## config.mk

```make
export PLATFORM = sky130hd
export DESIGN_NAME = bus_mux_reg
export DESIGN_NICKNAME = d
export VERILOG_FILES = /design/src/rtl/bus_mux_reg.sv
export SDC_FILE = /design/constraint.sdc
export NUM_CORES = 1
export LEC_CHECK = 0
export CAP_MARGIN = 20
export CORE_AREA = 2 2 432 434
export DETAILED_ROUTE_END_ITERATION = 10
export DIE_AREA = 0 0 434 436
export PLACE_DENSITY_LB_ADDON = 0.05
export SETUP_SLACK_MARGIN = 0.05
export SLEW_MARGIN = 20
export SYNTH_ARGS = -nofsm -noshare
export SYNTH_HDL_FRONTEND = slang
export SYNTH_SLANG_ARGS = --single-unit
```

## constraint.sdc

```tcl
create_clock -name clk -period 2.61 [get_ports clk]
set_input_delay 0.522 -clock clk [delete_from_list [all_inputs] [get_ports clk]]
set_output_delay 0.522 -clock clk [all_outputs]
set_load 0.05 [all_outputs]
```

## src/rtl/bus_mux_reg.sv

```systemverilog
// -----------------------------------------------------------------------------
// bus_mux_reg
//
// Registered CPU bus multiplexer. One of N_SRC flattened data sources is
// placed on the shared bus according to a set of one-hot "Xout" strobes.
// The strobes are priority-encoded internally: the lowest-numbered asserted
// strobe wins. If more than one strobe is asserted, the cycle is flagged as
// contention. The flag drives a one-cycle pulse, a sticky bit and a
// saturating counter.
//
// Parameters:
//   DATA_W    width of each source and of the bus
//   N_SRC     number of sources (2..64)
//   IDLE_HOLD 0: bus_out goes to zero when no strobe is active
//             1: bus_out holds its last value when no strobe is active
//   CNT_W     width of the saturating contention counter
//
// Optional feature:
//   BUS_MUX_PARITY_EN  when defined, adds bus_parity. This is the registered
//                      XOR reduction of the value loaded into bus_out.
//
// Ports:
//   clk                rising-edge clock
//   clear              synchronous reset, active-low
//   src_data           flattened sources; source i = [i*DATA_W +: DATA_W]
//   src_out            one-hot source strobes
//   stall              1 freezes every register
//   err_clr            clears contention_sticky / contention_cnt
//   bus_out            registered bus value
//   bus_valid          1 = bus_out came from a strobed source
//   bus_sel            registered index of the selected source
//   contention         one-cycle pulse: more than one strobe was sampled
//   contention_sticky  set on any contention until err_clr or reset
//   contention_cnt     saturating count of contention cycles
//   bus_parity         (BUS_MUX_PARITY_EN only) parity of bus_out
// -----------------------------------------------------------------------------
module bus_mux_reg #(
    parameter int DATA_W    = 32,
    parameter int N_SRC     = 32,
    parameter int IDLE_HOLD = 0,
    parameter int CNT_W     = 8
) (
    input  logic                       clk,
    input  logic                       clear,
    input  logic [N_SRC*DATA_W-1:0]    src_data,
    input  logic [N_SRC-1:0]           src_out,
    input  logic                       stall,
    input  logic                       err_clr,
    output logic [DATA_W-1:0]          bus_out,
    output logic                       bus_valid,
    output logic [$clog2(N_SRC)-1:0]   bus_sel,
    output logic                       contention,
    output logic                       contention_sticky,
`ifdef BUS_MUX_PARITY_EN
    output logic                       bus_parity,
`endif
    output logic [CNT_W-1:0]           contention_cnt
);

    localparam int SEL_W = $clog2(N_SRC);

    // Counter increment that sticks at all-ones instead of wrapping.
    function automatic logic [CNT_W-1:0] sat_inc(input logic [CNT_W-1:0] c);
        if (&c) begin
            return c;
        end
        return c + CNT_W'(1);
    endfunction

    // Even parity of a bus word (XOR reduction).
    function automatic logic parity_of(input logic [DATA_W-1:0] d);
        return ^d;
    endfunction

    // ---- stage p0: combinational decode of the sampled strobes ----
    logic               hit_p0;
    logic [SEL_W-1:0]   sel_p0;
    logic [DATA_W-1:0]  data_p0;
    logic               multi_p0;

    always_comb begin
        hit_p0  = 1'b0;
        sel_p0  = '0;
        data_p0 = '0;
        // Scan from the top down so that the lowest asserted index is the
        // last one written. Only the winning source is ever copied, so an
        // unselected source (even one carrying X) never reaches the bus.
        for (int i = N_SRC - 1; i >= 0; i--) begin
            if (src_out[i]) begin
                hit_p0  = 1'b1;
                sel_p0  = SEL_W'(i);
                data_p0 = src_data[i*DATA_W +: DATA_W];
            end
        end
    end

    // popcount >= 2 without building a full adder tree: flag any strobe
    // that is seen after another strobe has already been seen.
    always_comb begin
        logic seen;
        seen     = 1'b0;
        multi_p0 = 1'b0;
        for (int i = 0; i < N_SRC; i++) begin
            if (src_out[i]) begin
                if (seen) begin
                    multi_p0 = 1'b1;
                end
                seen = 1'b1;
            end
        end
    end

    // Next values for the output register.
    logic [DATA_W-1:0]  data_nxt;
    logic               sticky_nxt;
    logic [CNT_W-1:0]   cnt_nxt;

    always_comb begin
        if (hit_p0) begin
            data_nxt = data_p0;
        end else if (IDLE_HOLD != 0) begin
            data_nxt = bus_out;
        end else begin
            data_nxt = '0;
        end

        // A contention detected in the same cycle as err_clr takes
        // priority: the flag stays set and the count restarts at one.
        sticky_nxt = contention_sticky;
        cnt_nxt    = contention_cnt;
        if (err_clr) begin
            sticky_nxt = 1'b0;
            cnt_nxt    = '0;
        end
        if (multi_p0) begin
            sticky_nxt = 1'b1;
            cnt_nxt    = err_clr ? CNT_W'(1) : sat_inc(contention_cnt);
        end
    end

    // ---- stage p1: output register ----
    always_ff @(posedge clk) begin
        if (!clear) begin
            bus_out           <= '0;
            bus_valid         <= 1'b0;
            bus_sel           <= '0;
            contention        <= 1'b0;
            contention_sticky <= 1'b0;
            contention_cnt    <= '0;
        end else if (!stall) begin
            bus_out           <= data_nxt;
            bus_valid         <= hit_p0;
            bus_sel           <= sel_p0;
            contention        <= multi_p0;
            contention_sticky <= sticky_nxt;
            contention_cnt    <= cnt_nxt;
        end
    end

`ifdef BUS_MUX_PARITY_EN
    // Parity is computed from the value being loaded. In hold mode this
    // reproduces the parity of the held word.
    always_ff @(posedge clk) begin
        if (!clear) begin
            bus_parity <= 1'b0;
        end else if (!stall) begin
            bus_parity <= parity_of(data_nxt);
        end
    end
`else
    // Without the parity port, the helper function is never called.
    logic unused_parity;
    assign unused_parity = parity_of('0);
`endif

endmodule

```

Word-level counts from Yosys, hierarchy flattened
Index checks and enable logic that the tools add are counted.
Operators by class
  reductions and logical operators: 4
  add/subtract/negate cells: 1
  eq/ne operators: 1
  multiplexer cells: 198
  bitwise gates (word level): 1
Operators with widths (count)
  $mux W32: 33
  $mux W5: 32
  $mux W1: 129
  $mux W8: 4
  $add A8 B1 Y8 const B: 1
  $reduce_and A8 Y1: 1
  $ne A3 B3 Y1 const B: 1
  $reduce_and A3 Y1: 1
  $reduce_and A2 Y1: 1
  $reduce_bool A2 Y1: 1
  $not A1 Y1: 1
Word-level totals
  register bits: 48

Depth between registers and ports, before layout
  depth after elaboration: 67
  mapped depth: 10

Worst setup path before layout
OpenSTA, ideal clock, no wires.
  path kind: input-to-reg
  from: in src_out[27]
  to: reg contention_cnt[5]
  library setup time: 0.147 ns
  arrival: 2.187 ns
  setup slack: 0.276 ns
  stages: 10
  path through: buf_2 > or2_2 > buf_2 > or2_4 > a21oi_1 > and4_1 > buf_2 > and3_1 > buf_4 > o311ai_1
Between the ends
  longest elaborated chain between the ends: 11
  elaborated cells between the ends (all ways): 16
  classes of those cells: mux: 14; reduce/logical: 2
Ends and longest elaborated chain
  start: declaration: line 46  | input logic [N_SRC-1:0] src_out,
  $mux W1: line 104  | if (src_out[i]) begin
  $mux W1: line 105  | if (seen) begin
  $mux W1: line 104
  $mux W1: line 105
  $mux W1: line 104
  $mux W1: line 105
  $mux W1: line 104
  $mux W1: line 105
  $mux W1 (*): line 104
  $reduce_bool A2 Y1 (no source line)
  $reduce_and A3 Y1 (no source line)
  end signal: assignment: line 156  | contention_cnt <= cnt_nxt;
  end: declaration: line 57  | output logic [CNT_W-1:0] contention_cnt
Mark *: on every way between the ends. The rest lies on a longest branch, timed or not.
A chain may end at the register's enable or synchronous reset.

Worst setup path after layout
  from: in src_out[24]
  to: reg bus_out[21]
Between the ends
  longest elaborated chain between the ends: 26
  elaborated cells between the ends (all ways): 51
  classes of those cells: mux: 51
Ends and longest elaborated chain
  $mux W32 or $mux W1 (tied branches) (25 in series): line 89  | if (src_out[i]) begin
  $mux W32 (*): line 119  | if (hit_p0) begin
  end signal: assignment: line 151  | bus_out <= data_nxt;
  end: declaration: line 49  | output logic [DATA_W-1:0] bus_out,
Marks and branches as above.

==> results.txt <==
Outcome = completed
Crit path time final = 2.56 ns
RSZ-0062 raised after global routing = true
Slew Viols, Final = 0
Final Instance Area = 33000 sq um
Hold_sp = bus_sel[1]
Most common cell on crit path = buf_4
Remaining DRCs = 0
Top Ports = 1108
Top Metal Used = met5
MaxCap Viol Count = 0
Final HPWL from detailed placement = 175000 um
Synth area leader = a221oi_1
Hold Path Class = flop to flop
DIE AREA = 189000 sq um
CTS max path bufs = 2
Post-layout util = 17.9%
Post-synthesis adder-cell area fraction = 0.195%
Critical Path Max Stage Delay = 0.42 ns
Chip height = 436 um
# port buffers = 1107
Worst EP required = 2.82 ns
1st-pass router iterations = 7
Post-Syn Area = 11500 sq um
Pre-CTS setup slack = -1.74 ns
Area after DPL = 30100 sq um
Post-synth top area share = 8.36%
Antenna-violating nets left = 0
P&R area growth vs syn = 187%
Setup-failing EPs final = 0
Final-report hold violation count = 0
GPL Wtd Cong = 0.910
Library cells used by synthesis = 73
H-tree levels = 2
Fraction of layout cells with a size suffix above 1 = 30.1%
FP Rows = 158
GRT Overall Usage = 19.7%
Ordered cell list for the critical path = buf_2 > buf_4 > buf_4 > a221oi_4 > o311ai_4 > a211oi_2 > o21ai_4 > buf_6 > a31o_2
Worst Slack Setup Final = 0.0482 ns
Max Fanout on Critical Path = 14
Most frequent cell after synthesis = clkbuf_1
Xor/xnor share of the synthesized area = 0%
Overall routed net length = 195000 um
Slew at the pin closest to its max-slew limit = 0.682 ns
Synthesized net count = 2790
Worst r2r src = contention_cnt[1]
Via Count = 22876
Fin crit share = 98.2%
Core footprint = 185000 sq um
Crit Path Class = input pin to flop
Slowest cell on crit path = a221oi_4
Yosys warns = 0
Synthesized flop and latch total = 48
Clk sink count = 48
Power per cell area = 208 nW/um^2
Worst r2r path cells = 7
F_max = 390 MHz
Top FF cell, synth = dfxtp_1
First DRT Iteration DRCs = 1452
Worst hold stages = 2
Die span in x = 434 um
FF-to-FF setup slack = 0.36 ns
Clk slew on worst S/H paths = 0.08 ns
GR Overflow Total = 0
Critical Path Sink Type = flop
FF-to-FF End = contention_cnt[2]
Via-per-instance ratio = 3.94
Max VDD drop = 0.000201 V
Initial antenna violation count = 171
Dominant cells by area after synthesis = a221oi_1 8.4%, dfxtp_1 8.3%, o22ai_1 5.3%
Smallest hold slack = 0.467 ns
Clock Tree Root = clkbuf_16
Hold EP = bus_sel[1]
Largest net degree at the start of global routing = 37
Nets = 4348
Register area share after synthesis = 8.34%
Tot Pwr = 6.86 mW
Synth top cells by count = 148 x clkbuf_1, 131 x nand2_1, 120 x nor2_1
Main combinational cell family by area after synthesis = compound AO/OA/AOI/OAI gates
Met2 WL post-DR = 109000 um
Crit path DAT = 2.77 ns
Synthesized instance count = 1729
Max_slew headroom = 54.4%
Wl on met1 = 69700 um
Compound-Gate Fraction of Synth Area = 55.3%
Met3 WL post-DR = 9620 um
Async SR Flop Fraction = 0%
Number of synthesized flops with an enable pin = 0
Clock Skew = 0.00251 ns
CTS tree = yes
Worst skew pair latency = 0.31 ns
Number of global-route vias before repair = 24675
Initial Utilization = 6.24%
Leakage = 11.8 nW
CTS Buf Count = 5
Multiplexer area fraction after synthesis = 0.391%
First-pass GRT wire length = 248000 um
DR WL/cell = 33.5 um
Simple-gate share of the synthesized area = 27.2%
Syn Area/Cell = 6.67 sq um
CP Launch Type = input pin
[state kept, by name, summed over array words and instances, names as in the netlist]
| register | cells |
|---|---|
| bus_out | 32 |
| bus_sel | 5 |
| bus_valid | 1 |
| contention | 1 |
| contention_cnt | 8 |
| contention_sticky | 1 |
[power by group]
group | switching [mW] | internal, mW
logic | 2.49 | 2.81
registers | 0.0375 | 0.784
clock network | 0.343 | 0.385
total | 2.88 | 3.98
[cell type report]
cell class	count	area (sq um)
Antenna cell	44	110
Inverter	43	161
Clock buffer	8	146
Multi-Input combinational cell	1436	11700
Sequential cell	48	961
Timing Repair Buffer	1753	16900
Fill cell	20967	152000
Tap cell	2480	3100
[routing by layer]
layer	vias to the layer above	track usage, %
li1	10250	-
met1	11231	20.2
met2	976	39.9
met3	335	3.84
met4	84	4.59
met5	-	0
[worst max-delay path, delay by kind of cell]
family	cells	cell delay [ns]
buf+inv	4	0.82
compound gates	5	1.39
[stage by stage]
step / cells / TNS [ns]
2_1_floorplan: 1729 / 0
3_3_place_gp: 5708 / -51.60
3_5_place_dp: 5712 / -49.13
4_1_cts: 5760 / 0
5_1_grt: 5796 / 0
6_report: 5812 / 0
[placed cells by master (no fill, tap or decap), types with 34 or more instances in the layout]
master | netlist | routed
a22oi_1 | 54 | 44
diode_2 | 0 | 44
o21ai_0 | 102 | 68
buf_12 | 0 | 60
a221oi_1 | 110 | 57
o221ai_1 | 68 | 45
o22ai_1 | 98 | 94
a21oi_1 | 111 | 94
nor3b_1 | 44 | 44
nor2b_1 | 60 | 54
a221oi_2 | 0 | 34
o311a_1 | 44 | 40
clkdlybuf4s50_1 | 0 | 1057
nor2_1 | 120 | 108
dfxtp_1 | 48 | 48
buf_6 | 2 | 36
and3b_1 | 40 | 40
inv_1 | 38 | 35
nand2_1 | 131 | 131
buf_4 | 3 | 553
[worst max-delay path by stage]
stage / slack (ns) / startpoint / cells past startpoint / endpoint
5_1_grt: 0.02 / src_out[21] / 11 / bus_out[0]
4_1_cts: 0.007 / src_out[12] / 12 / bus_out[28]
3_3_place_gp: -1.75 / src_out[6] / 13 / bus_out[28]
2_1_floorplan: 0.28 / src_out[27] / 10 / contention_cnt[5]
3_5_place_dp: -1.74 / src_out[6] / 13 / bus_out[28]
6_report: 0.05 / src_out[24] / 9 / bus_out[21]
[logic make-up after synthesis]
group / Yosys count
AOI/OAI and AO/OA: 859
adders and majority gates: 2
buffers and inverters: 245
DFF: 48
muxes: 4
and+or+nand+nor: 571
[what timing repair did]
item | CTS | global route
setup endpoints to repair | 47 | 39
cloned | 5 | 3
gates resized for setup | 408 | 64
hold buffers | 0 | 0
pin swaps | 70 | 35
buffers inserted | 38 | 7
Power figures use the tool's default switching activity.
